--- src/rtl/cpu_pkg.sv ---
// Shared CPU definitions: stack op-codes, register-bank write selects and the
// stack sequencer state encoding.
package cpu_pkg;

    localparam logic [1:0] OP_PUSH = 2'd0;
    localparam logic [1:0] OP_POP  = 2'd1;
    localparam logic [1:0] OP_CALL = 2'd2;
    localparam logic [1:0] OP_RET  = 2'd3;

    localparam logic [3:0] SEL_SP  = 4'd8;
    localparam logic [3:0] SEL_ISR = 4'd9;

    typedef enum logic [2:0] {
        ST_IDLE    = 3'd0,
        ST_CHECK   = 3'd1,
        ST_MEM     = 3'd2,
        ST_WB_DATA = 3'd3,
        ST_WB_SP   = 3'd4,
        ST_FAULT   = 3'd5
    } stack_state_t;

    // PUSH and CALL move SP down and write memory; POP and RET read and move SP up.
    function automatic logic is_push_type(input logic [1:0] op);
        return (op == OP_PUSH) || (op == OP_CALL);
    endfunction

endpackage

--- src/rtl/stack_engine.sv ---
// PUSH/POP/CALL/RET sequencer: one memory access per operation, results written
// back through the register bank's single write port while busy.
module stack_engine
    import cpu_pkg::*;
#(
    parameter logic [11:0] EMPTY_SP = 12'h000,
    parameter logic [11:0] LIMIT_SP = 12'hF00
) (
    input  logic        clk,
    input  logic        rst,
    input  logic        op_valid,
    output logic        op_ready,
    input  logic [1:0]  op_code,
    input  logic [2:0]  op_reg,
    input  logic [15:0] push_data,
    input  logic [11:0] ret_pc,
    input  logic [11:0] sp_in,
    output logic        mem_req,
    output logic        mem_we,
    output logic [11:0] mem_addr,
    output logic [15:0] mem_wdata,
    input  logic [15:0] mem_rdata,
    input  logic        mem_ack,
    output logic        rf_write_en,
    output logic [3:0]  rf_write_sel,
    output logic [15:0] rf_write_data,
    output logic        pc_load,
    output logic [11:0] pc_target,
    output logic        done,
    output logic        fault,
    output logic        busy
);

    stack_state_t state, state_nxt;

    logic [1:0]  op_q;
    logic [2:0]  reg_q;
    logic [15:0] data_q;
    logic [11:0] pc_q;
    logic [11:0] sp_q;
    logic [15:0] rdata_q;

    logic        push_type;
    logic [11:0] new_sp;

    assign push_type = is_push_type(op_q);
    // Full-descending: a push pre-decrements, so its address equals the new SP.
    assign new_sp    = push_type ? (sp_q - 12'd1) : (sp_q + 12'd1);

    // NOTE: sequential state uses non-blocking assignments so every register
    // samples the pre-edge values, independent of statement order.
    always_ff @(posedge clk or negedge rst) begin
        if (!rst) begin
            state   <= ST_IDLE;
            op_q    <= OP_PUSH;
            reg_q   <= '0;
            data_q  <= '0;
            pc_q    <= '0;
            sp_q    <= '0;
            rdata_q <= '0;
        end else begin
            state <= state_nxt;
            if (state == ST_IDLE && op_valid) begin
                op_q   <= op_code;
                reg_q  <= op_reg;
                data_q <= push_data;
                pc_q   <= ret_pc;
                sp_q   <= sp_in;
            end
            if (state == ST_MEM && mem_ack) begin
                rdata_q <= mem_rdata;
            end
        end
    end

    // NOTE: every combinational output gets a default first, so no path through
    // the case statement can leave a value held and infer a latch.
    always_comb begin
        state_nxt = state;
        case (state)
            ST_IDLE:    if (op_valid) state_nxt = ST_CHECK;
            ST_CHECK: begin
                if (push_type) state_nxt = (sp_q == LIMIT_SP) ? ST_FAULT : ST_MEM;
                else           state_nxt = (sp_q == EMPTY_SP) ? ST_FAULT : ST_MEM;
            end
            ST_MEM:     if (mem_ack) state_nxt = (op_q == OP_POP) ? ST_WB_DATA : ST_WB_SP;
            ST_WB_DATA: state_nxt = ST_WB_SP;
            ST_WB_SP:   state_nxt = ST_IDLE;
            ST_FAULT:   state_nxt = ST_IDLE;
            default:    state_nxt = ST_IDLE;
        endcase
    end

    assign op_ready = (state == ST_IDLE);
    assign busy     = !op_ready;

    // All buses are gated by state so they read zero whenever their state is inactive.
    always_comb begin
        mem_req       = 1'b0;
        mem_we        = 1'b0;
        mem_addr      = '0;
        mem_wdata     = '0;
        rf_write_en   = 1'b0;
        rf_write_sel  = '0;
        rf_write_data = '0;
        pc_load       = 1'b0;
        pc_target     = '0;
        done          = 1'b0;
        fault         = 1'b0;
        case (state)
            ST_MEM: begin
                mem_req  = 1'b1;
                mem_we   = push_type;
                mem_addr = push_type ? new_sp : sp_q;
                if (push_type) mem_wdata = (op_q == OP_CALL) ? {4'b0, pc_q} : data_q;
            end
            ST_WB_DATA: begin
                rf_write_en   = 1'b1;
                rf_write_sel  = {1'b0, reg_q};
                rf_write_data = rdata_q;
            end
            ST_WB_SP: begin
                rf_write_en   = 1'b1;
                rf_write_sel  = SEL_SP;
                rf_write_data = {4'b0, new_sp};
                done          = 1'b1;
                if (op_q == OP_RET) begin
                    pc_load   = 1'b1;
                    pc_target = rdata_q[11:0];
                end
            end
            ST_FAULT: begin
                done  = 1'b1;
                fault = 1'b1;
            end
            default: ;
        endcase
    end

endmodule
--- config.mk ---
export PLATFORM = sky130hd
export DESIGN_NAME = stack_engine
export DESIGN_NICKNAME = d
export VERILOG_FILES = /design/src/rtl/cpu_pkg.sv /design/src/rtl/stack_engine.sv
export SDC_FILE = /design/constraint.sdc
export NUM_CORES = 1
export LEC_CHECK = 0
export CAP_MARGIN = 40
export CORE_UTILIZATION = 47
export CTS_BUF_LIST = sky130_fd_sc_hd__clkbuf_2
export DETAILED_ROUTE_END_ITERATION = 16
export PLACE_DENSITY = 0.83
export SLEW_MARGIN = 40
export SYNTH_ARGS = -nofsm -noshare
export SYNTH_HDL_FRONTEND = slang
export SYNTH_SLANG_ARGS = --single-unit
--- constraint.sdc ---
create_clock -name clk -period 3.5 [get_ports clk]
set_clock_uncertainty 0.1 [all_clocks]
set_input_delay 0.7 -clock clk [delete_from_list [all_inputs] [get_ports clk]]
set_output_delay 0.7 -clock clk [all_outputs]
set_load 0.01 [all_outputs]
Word level (Yosys, flattened, before mapping)
Index checks and enable logic that the tools add are counted.
Word-level totals
  word-level logic and storage cells: 54
  bits of input ports: 65
  bits in registers: 64
Operators by class
  reduce and logical (&&, ||, !) cells: 10
  eq/ne operators: 11
  add/subtract/negate cells: 2
  multiplexer cells: 24
Operators by type and width (number)
  $mux 12: 5
  $mux 16: 3
  $pmux 16 s2: 1
  $mux 3: 6
  $add 12x1->12 const B: 1
  $eq 12x12->1 const B: 1
  $logic_not 12->1: 1
  $pmux 3 s4: 1
  $sub 12x1->12 const B: 1
  $pmux 4 s2: 1
  $mux 1: 7
  $eq 3x2->1 const B: 2
  $eq 3x3->1 const B: 2
  $eq 2x2->1 const B: 2
  $ne 2x2->1 const B: 2
  $reduce_or 2->1: 2
  $eq 3x1->1 const B: 1
  $logic_not 3->1: 1
  $eq 2x1->1 const B: 1
  $logic_and 1x1->1: 2
  $logic_not 2->1: 1
  $reduce_and 2->1: 1
  $logic_not 1->1: 1
  $logic_or 1x1->1: 1

Logic depth before layout (Yosys ltp)
  depth after elaboration: 5
  mapped depth: 10
  mapped depth without buffers: 7

Least setup slack after synthesis
Ideal clock, no wire load.
  path kind: register -> output
  start: register op_q[0]
  end: output port mem_addr[8]
  arrival time: 2.462 ns
  path buffers: 3
  stages on the path, launching flop included: 11
  slack: 0.238 ns
  required time: 2.700 ns
  cell sequence: dfrtp_1 buf_2 buf_1 buf_2 inv_1 ha_1 a21oi_2 a21boi_0 a31oi_1 and4_1 a311o_1
Between the ends
  word-level cells in the longest chain between the ends: 5
  elaborated cells between the ends (all ways): 6
RTL lines
  start, declared: RTL line stack_engine.sv:36  | logic [1:0] op_q;
  start signal, assigned: RTL line stack_engine.sv:64  | op_q <= op_code;
  $eq 2x2->1 / $logic_not 2->1 (equally long branches): RTL line cpu_pkg.sv:24  | return (op == OP_PUSH) || (op == OP_CALL);
  $logic_or 1x1->1 *: RTL line cpu_pkg.sv:24
  $mux 12: RTL line stack_engine.sv:48  | assign new_sp = push_type ? (sp_q - 12'd1) : (sp_q + 12'd1);
  $mux 12 *: RTL line stack_engine.sv:114  | mem_addr = push_type ? new_sp : sp_q;
  $mux 12 *: RTL line stack_engine.sv:110  | case (state)
  end, declared: RTL line stack_engine.sv:20  | output logic [11:0] mem_addr,
Every way passes the cells marked *; elsewhere a longest branch is shown, timed or not.

Worst setup path in the final report
  start: register op_q[0]
  end: output port mem_addr[5]
Same word-level chain as after synthesis.

==> flow_summary_export.csv <==
group,metric,value,unit
timing,finalMaxSlewViolations,0,
timing,worstMarginPinSlew,0.706,ns
detailed_routing,wl,10800,µm
timing,fmax,286,MHz
critical_path,worstPathArrival,2.69,ns
layout,drive_gt1_share,29.4,%
detailed_routing,post-route-drc-count,0,
layout,num_antenna_cells,0,
logic_synthesis,yosys-top-cells-count,"dfrtp_1 (64), nand2_1 (56), mux2_2 (44)",
clock_tree,insertion_delay,0.49,ns
logic_synthesis,synth_area,3800,µm²
power_and_ir_drop,leakage,0.00246,µW
die,rows,32,
placed_design,place_area,5210,µm²
global_route,grt_pass1_wl,16700,µm
logic_synthesis,yosysWarnings,0,
critical_path,crit_path_end_kind,"primary output",
layout,nets,594,
clock_tree,cts_buffers,9,
layout,finish.instance_area,5720,µm²
die,die_area,8440,µm²
layout,final_util,73.6,%
critical_path,path_buf_inv,3,
placed_design,gp_congestion,0.970,
detailed_routing,vias_per_cell,5.55,
timing,slew_headroom,52.9,%
timing,setup_viol,0,
clock_tree,postCtsHoldBufs,0,
clock_tree,h-tree-depth,3,
hold_path,holdCritPathClass,"input pin to asynchronous set/reset pin",
layout,area_growth,50.7,%
power_and_ir_drop,ir_drop,0.000458,V
die,pin_count,133,
critical_path,cpLargestDelayFamily,"compound AO/OA/AOI/OAI gates",
placed_design,io_buffer_count,132,
placed_design,place_ws,0.0705,ns
power_and_ir_drop,p_int,3310,µW
critical_path,cp_slowest_cell,"dfrtp_2",
die,start_util,48.9,%
timing,min_period_over_period,99.8,%
detailed_routing,post_drt_wl_per_cell,17.3,µm
logic_synthesis,synth_top_cell_by_area,"dfrtp_1",
critical_path,crit_type,"flip-flop to primary output",
power_and_ir_drop,totalPowerFinal,5900,µW
power_and_ir_drop,combPwrFrac,66.5,%
logic_synthesis,synth_area_leaders,"dfrtp_1 (42%), mux2_2 (13%), mux2_4 (5.5%)",
clock_tree,cts_num_sinks,64,
logic_synthesis,syn-num-nets,448,
timing,fin_ws,0.00716,ns
detailed_routing,dr.first_iter.drc_count,238,
detailed_routing,ant_nets,0,
logic_synthesis,syn-instance-count,372,
die,die_x,91.9,µm
run,cap_violations,0,
outcome,status,"finished clean",
timing,fin_crit,3.49,ns
power_and_ir_drop,p_switching,2590,µW
power_and_ir_drop,powerDensity,1030,nW/µm²
clock_tree,clk_path_buf_depth,2,
logic_synthesis,synth.most_common_cell,"dfrtp_1",
logic_synthesis,ys_ff_latch,64,
global_route,grt_max_degree,49,
logic_synthesis,yosysTopAreaCellShare,42.2,%
global_route,grt.total_usage,25.3,%
logic_synthesis,ys_seq_area_share,42.2,%
clock_tree,path_clk_slew,0.20,ns
critical_path,crit_fanout,6,
detailed_routing,vias,3467,
timing,rsz0062_at_grt,"yes",
power_and_ir_drop,pwr-share-clk,8.8,%
timing,hold_violations,0,
die,die_h,91.9,µm
power_and_ir_drop,swShare,43.9,%
clock_tree,root_buffer,"clkbuf_2",
detailed_routing,firstDrtPassIters,4,
logic_synthesis,ys.flop_type,"dfrtp_1",
critical_path,cp_cell_sequence,"clkinv_4 > ha_4 > o211ai_1 > o21ai_2 > xor2_2 > buf_4 > nand2_1 > a21oi_1 > dlygate4sd2_1",
power_and_ir_drop,seqPwrFrac,24.6,%
global_route,gr-total-overflow,0,
critical_path,slowest_delay,0.49,ns
critical_path,critPathLaunchType,"flip-flop",
global_route,grt_pass1_vias,3424,
logic_synthesis,synthesis.area_per_instance,10.2,µm²
global_route,grt_antenna_before_repair,0,
placed_design,dp_hpwl,7510,µm
logic_synthesis,netlist-cell-type-count,54,
critical_path,worstPathRequired,2.70,ns
logic_synthesis,async_reset_ff_share,100,%
logic_synthesis,synth_edf_count,0,
die,coreArea,7770,µm²
clock_tree,cts_tree,"built",
==> cell type report <==
cell class	count	area, µm²
clock buffers	9	45.0
clock inverters	7	95.1
fillers	567	2050
inverters	12	52.6
multi-input cells	277	2330
flip-flops and latches	64	1610
well taps	102	128
repair buffers	154	1470
==> kinds of logic (layout without fill, tap and decap cells) <==
kind of cell / count (synthesis) / in the layout / synth area share (%)
DFF: 64 / 64 / 42.2
muxes: 60 / 60 / 19.1
AOI/OAI and AO/OA: 69 / 69 / 11.7
buffers and inverters: 31 / 182 / 4.05
and+or+nand+nor: 125 / 125 / 16.3
adders and majority gates: 11 / 11 / 3.82
xor gates and xnor gates: 12 / 12 / 2.77
==> metal layers <==
metal,vias up,part of all wire [%],track usage (%)
met5,-,0,0
met4,0,4.4,13.7
met3,39,5.5,4.73
met2,149,49,41.4
met1,1677,41,31.7
li1,1602,-,-
==> worst reg2reg max path, delay by kind of cell (launching register included) <==
kind | cells | cell delay [ns]
mux | 1 | 0.43
buf+inv | 1 | 0.06
simple gates | 3 | 0.81
flops | 1 | 0.51
==> power groups by stage <==
stage	clock [µW]	combinational, µW	sequential (µW)
after detailed placement	0	3070	1420
after floorplan	0	2120	1320
after CTS	532	3480	1430
after global routing	562	4190	1500
after global placement	0	3010	1400
final	521	3920	1450
==> layout by cell type, fill, tap and decap left out, drive strengths merged, types with 2 or more instances in the layout <==
cell and n:
a211oi 2, a21oi 29, a22o 3, a31oi 3, a32oi 2, and2 26, and3 3, buf 24
bufinv 2, clkbuf 14, clkdlybuf4s50 111, clkinv 2, clkinvlp 3, dfrtp 64, dlygate4sd2 8, dlymetal6s2s 5
ha 10, inv 12, mux2 58, mux2i 2, nand2 57, nand2b 3, nand3 7, nand4 2
nor2 12, nor2b 2, nor3 3, nor4 5, o211ai 2, o21ai 18, o31ai 4, xnor2 7
xor2 5
==> per-stage QoR <==
stage	cells	setup TNS (ns)	hold slack, ns
floorplan	372	0	0.304
global placement	598	0	0.381
detailed placement	598	0	0.387
CTS	618	-0.0701	0.166
global route	625	-0.445	0.00857
finish	625	0	0.0166
==> what timing repair did <==
action / 4_1_cts / 5_1_grt
endpoints found under the setup margin: 36 / 39
pin swaps: 5 / 16
resized for setup: 53 / 44
buffers inserted: 4 / 7
==> state kept, by name, indices dropped and copies added (netlist names) <==
signal   count
state        3
reg_q        3
op_q         2
sp_q        12
pc_q        12
data_q      16
rdata_q     16
==> final timing paths <==
path / from / endpoint / slack (ns) / cells after the start
max: op_q[0]$_DFFE_PN0P_ / mem_addr[5] / 0.007 / 9
min: rst / rdata_q[15]$_DFFE_PN0P_ / 0.02 / 1
max reg2reg: state[0]$_DFFE_PN0P_ / pc_q[1]$_DFFE_PN0P_ / 1.48 / 5
min reg2reg: data_q[15]$_DFFE_PN0P_ / data_q[15]$_DFFE_PN0P_ / 0.42 / 1
max in group asynchronous: rst / pc_q[1]$_DFFE_PN0P_ / 2.51 / 2
min in group clk: data_q[15]$_DFFE_PN0P_ / data_q[15]$_DFFE_PN0P_ / 0.42 / 1
(Power assumes the default switching activity.)
==> RTL change 1, RTL diff (config.mk and constraints unchanged) <==
Reset style: synchronous (`rst`), changed in one clocked block.
--- a/src/rtl/stack_engine.sv
+++ b/src/rtl/stack_engine.sv
@@ -49,7 +49,7 @@
 
     // NOTE: sequential state uses non-blocking assignments so every register
     // samples the pre-edge values, independent of statement order.
-    always_ff @(posedge clk or negedge rst) begin
+    always_ff @(posedge clk) begin
         if (!rst) begin
             state   <= ST_IDLE;
             op_q    <= OP_PUSH;
Function: differs if rst is asserted again (counterexample within 4 cycles, from zero or initial values and one cycle with rst low); with rst held inactive, the same outputs for 10 cycles.
==> RTL change 1 against the original RTL <==
Setup slack better by 3.2 ps. Sequential cell count unchanged. Area after synthesis down 2.5%. Fmax about the same. Routed wire length up 8.1%. Final area down 2.3%. Highest routed layer unchanged.
Power is not compared: it rests on default switching activity, and its combinational part moved more than twofold at a synthesized area within 25%.
==> RTL change 1: results (changes against the original RTL) <==
Vias in the first global route: 3875 (+13%)
Top post-synthesis cells by count: nand2_1, dfxtp_1, a21boi_1
Post-CTS Setup Inserts: 8 (+4)
Syn_nets: 580 (+29%)
Status: finished clean
Top Registers: data_q (16), rdata_q (16)
Cts bufs inserted: 9 (unchanged)
FFs w/ async S/R, synth: 0% (-100 points)
Routing usage on met3: 8.08% (+3.4 points)
Kind of cell adding the most delay to the critical path: buffers and inverters
DRT iter0 DRCs: 176 (-26%)
Drt via density: 5.45 (-1.7%)
Worst Hold Class: reg2reg
Post-cts resize count: 55 (+3.8%)
Placed Area: 5120 µm² (-1.8%)
M1 wire length: 4.96 mm (+10%)
Sequential share of the synthesized area: 34.6% (-7.6 points)
# fillers: 591 (+4.2%)
Largest net degree at the start of global routing: 46 (-6.1%)
Met3 Wirelength: 1.03 mm (+75%)
GRT Total Usage: 28.7% (+3.4 points)
DPL Wire Length: 8.40 mm (+12%)
Root buffer cell: clkbuf_2
Top FF cell, synth: dfxtp_1
Layout cells sized above 1: 15.9% (-14 points)
Net Switching: 0.000889 W
Crit-path slowest cell: dfxtp_4
Least-Margin Pin Slew: 580 ps (-126 ps)
Max FO, Critical Path: 4 (-2)
Routed length per instance: 15.7 µm (-9.6%)
First-pass GRT wire length: 19.2 mm (+15%)
Post-synthesis xor/xnor area fraction: 2.84% (+0.070 points)
DP Worst Slack: 53.8 ps (-16.7 ps)
Length of routed met2 wiring: 5.49 mm (+4.1%)
Synth top area cells: dfxtp_1, nand2_1, a21boi_1
Synth Area in Compound Gates: 23.8% (+12 points)
1st-pass router iterations: 5 (+1)
Met1 Use GR: 35.7% (+4.0 points)
Fin nets: 719 (+21%)
Mux cell area share after synthesis: 0.811% (-18 points)
Global Route met2 Usage: 48.2% (+6.9 points)
Slowest stage delay, CP: 420 ps (-70 ps)
Yosys cell types: 44 (-19%)
Clk_lat worst skew: 490 ps (about the same)
Antenna cell count: 0 (unchanged)
Gpl congestion: 0.882 (-9.1%)
Final Hold Viols: 0 (unchanged)
[RTL change 1: power groups by stage]
| stage | registers, W | logic (W) | clock network [W] |
|---|---|---|---|
| floorplan | 0.000838 | 0.000505 | 0 |
| global placement | 0.000858 | 0.000759 | 0 |
| detailed placement | 0.000860 | 0.000768 | 0 |
| CTS | 0.000849 | 0.000879 | 0.000423 |
| global route | 0.000860 | 0.00106 | 0.000452 |
| finish | 0.000852 | 0.000985 | 0.000414 |
[RTL change 1: stage by stage]
| stage | TNS (ps) | instances | util (%) |
|---|---|---|---|
| global route | -861 | 747 | 75.0 |
| floorplan | 0 | 504 | - |
| detailed placement | 0 | 720 | 68.7 |
| finish | 0 | 747 | 75.0 |
| global placement | 0 | 720 | 68.7 |
| CTS | -759 | 744 | 73.3 |
[RTL change 1: layout make-up]
class,count,area share (%)
multi-input cells,397,45.1
repair buffers,160,26.9
flip-flops and latches,64,23.1
well taps,99,2.22
clock inverters,7,0.963
inverters,11,0.851
clock buffers,9,0.806
[RTL change 1: path summary, 6_finish.rpt]
| check | startpoint | end | slack, ps | cells past startpoint |
|---|---|---|---|---|
| worst min-delay path | rdata_q[12]$_SDFFE_PN0P_ | rdata_q[12]$_SDFFE_PN0P_ | 360 | 2 |
| worst max-delay path | op_q[0]$_SDFFE_PN0P_ | mem_addr[7] | 10 | 10 |
| worst min register to register | rdata_q[12]$_SDFFE_PN0P_ | rdata_q[12]$_SDFFE_PN0P_ | 360 | 2 |
| worst max register to register | sp_q[8]$_SDFFE_PN0P_ | state[2]$_SDFFE_PN0P_ | 1620 | 5 |
[RTL change 1: worst register-to-register path: cells and delay by family, from the launching register on]
family          cells  cell delay, ps
simple gates        2             770
flops               1             390
mux                 1             220
buf+inv             1             170
compound gates      1             160
==> RTL change 2, RTL diff (same flow settings) <==
Without the edit above. Change the parameter `LIMIT_SP` from 12'hF00 to 12'h800.
--- a/src/rtl/stack_engine.sv
+++ b/src/rtl/stack_engine.sv
@@ -4,7 +4,7 @@
     import cpu_pkg::*;
 #(
     parameter logic [11:0] EMPTY_SP = 12'h000,
-    parameter logic [11:0] LIMIT_SP = 12'hF00
+    parameter logic [11:0] LIMIT_SP = 12'h800
 ) (
     input  logic        clk,
     input  logic        rst,
Behaviour: not the same (a bounded check fails within 4 cycles, from zero or initial values and one cycle with rst low).
==> RTL change 2 against the original RTL <==
The flow now finishes with violations (setup timing). Critical path depth fell by 3. Via count down 2.7%. Power fell by 2.0%. Area after synthesis barely moved. Final area down 1.3%. Combinational power is 1% higher. Register-to-register slack worse by 70 ps. Synthesized cell count shrank 0.27%. Critical endpoint is now mem_addr[2]. Largest cell class unchanged. Setup slack worse by 20 ps. Routed wire length fell by 1.9%. Highest routed layer unchanged. Die area is essentially flat. Sequential cell count is the same. Global-route usage increased by 0.61 points.
==> RTL change 2: results (changes against the original RTL) <==
Status: complete, but fails checks
Failing checks: setup timing
First-pass GRT wire length: 16.8 mm (+0.33%)
Antenna cell count: 0 (unchanged)
Syn_nets: 447 (-0.22%)
Max FO, Critical Path: 12 (+6)
GRT Total Usage: 25.9% (+0.61 points)
Reg2reg setup slack: 1410 ps (-70 ps)
DPL Wire Length: 7.62 mm (+1.4%)
WP data arrival: 2710 ps (+20 ps)
Relative slew slack: 52.4% (-0.54 points)
Reg-to-reg startpoint: state[2]$_DFFE_PN0P_
Clk_lat worst skew: 520 ps (+30 ps)
Layout cells sized above 1: 30.4% (+0.93 points)
Final setup fails: 1 (+1)
Max IR drop VDD: 0.453 mV (-1.0%)
DRT iter0 DRCs: 162 (-32%)
Leakage: 2.38 nW (-3.3%)
Sequential share of the synthesized area: 42.2% (about the same)
Synth top area cells: dfrtp_1, mux2_2, mux2_4
Routed length per instance: 16.8 µm (-2.9%)
Fin nets: 601 (+1.2%)
# fillers: 583 (+2.8%)
Final Worst Setup Slack: -13.3 ps (-20.4 ps)
Hold_ws: 44.8 ps (+28.2 ps)
Fin Setup TNS: -13.3 ps (-13.3 ps)
Gpl congestion: 0.903 (-6.8%)
Routed vias: 3374 (-2.7%)
Vias in the first global route: 3374 (-1.5%)
M1 wire length: 4.54 mm (+0.93%)
Met3 Wirelength: 693 µm (+17%)
Reg2reg end: sp_q[6]$_DFFE_PN0P_
GRT overflow: 0 (unchanged)
Top post-synthesis cells by count: dfrtp_1, nand2_1, mux2_2
Yosys cell types: 50 (-7.4%)
## RTL change 2: cell types whose count changed after synthesis, moves of 2 or more
cell and delta:
a31oi_1 -3, nor3_1 +2, buf_4 +4, o21ai_0 +3
buf_2 -3, inv_1 +4, inv_2 -4, nand3_1 -2
a211oi_1 +2
## RTL change 2: worst max path at each step
stage                         to  cells after the start  slack (ps)
2_1_floorplan        mem_addr[8]                     10         270
6_report             mem_addr[2]                      6         -10
4_1_cts              mem_addr[2]                      6        -140
3_3_place_gp   rf_write_data[11]                      8         -40
3_5_place_dp   rf_write_data[11]                      8         -70
5_1_grt              mem_addr[2]                      6        -100
## RTL change 2: metal layers
| layer | vias to the layer above | global-route usage (%) |
|---|---|---|
| met5 | - | 0 |
| met4 | 0 | 12.2 |
| met3 | 23 | 5.56 |
| met2 | 155 | 42.6 |
| met1 | 1595 | 32.6 |
| li1 | 1601 | - |
## RTL change 2: final cells by class
class	count	area share [%]
multi-input combinational	274	40.0
sequential	64	28.4
timing repair buffer	164	26.7
tap	102	2.26
inverter	12	0.931
clock inverter	7	0.864
clock buffer	9	0.798
## RTL change 2: timing repair
| action | 4_1_cts | 5_1_grt |
|---|---|---|
| pin swaps | 6 | 8 |
| setup buffers | 9 | 6 |
| resized for setup | 68 | 27 |
| gates cloned | 0 | 0 |
| setup endpoints to repair | 20 | 36 |
## RTL change 2: report_power, final
part | leakage, nW | switching [W] | total (W) | internal (W)
logic | 1.57 | 0.00195 | 0.00397 | 0.00202
clock network | 0.0515 | 0.000294 | 0.000385 | 0.0000910
registers | 0.759 | 0.000315 | 0.00143 | 0.00112
total | 2.38 | 0.00255 | 0.00578 | 0.00323
## RTL change 2: worst max-delay path, stage by stage (launching register included)
cell,delay (ps)
dfrtp_2,500
buf_6,170
fa_2,390
xnor2_2,250
nand2_1,80
a21oi_1,220
clkdlybuf4s50_1,580
## RTL change 2: stage by stage
stage               power [W]  area (µm²)  setup WS (ps)  instances
finish                0.00578        5650          -13.3        632
global placement      0.00456        5230          -39.5        601
detailed placement    0.00461        5230          -67.0        601
floorplan             0.00347        3790            266        371
global route          0.00615        5650           -100        632
CTS                   0.00544        5550           -136        626
## RTL change 2: cell families (layout without fill, tap and decap cells)
family | Yosys count | in the layout | share of synthesized area, %
AO/OA/AOI/OAI | 70 | 70 | 11.8
XOR/XNOR | 12 | 12 | 2.77
adder cells (fa/ha/maj) | 11 | 11 | 3.83
buffers and inverters | 33 | 192 | 4.65
flip-flops | 64 | 64 | 42.2
multiplexers | 59 | 59 | 18.9
AND/OR/NAND/NOR | 122 | 122 | 15.8
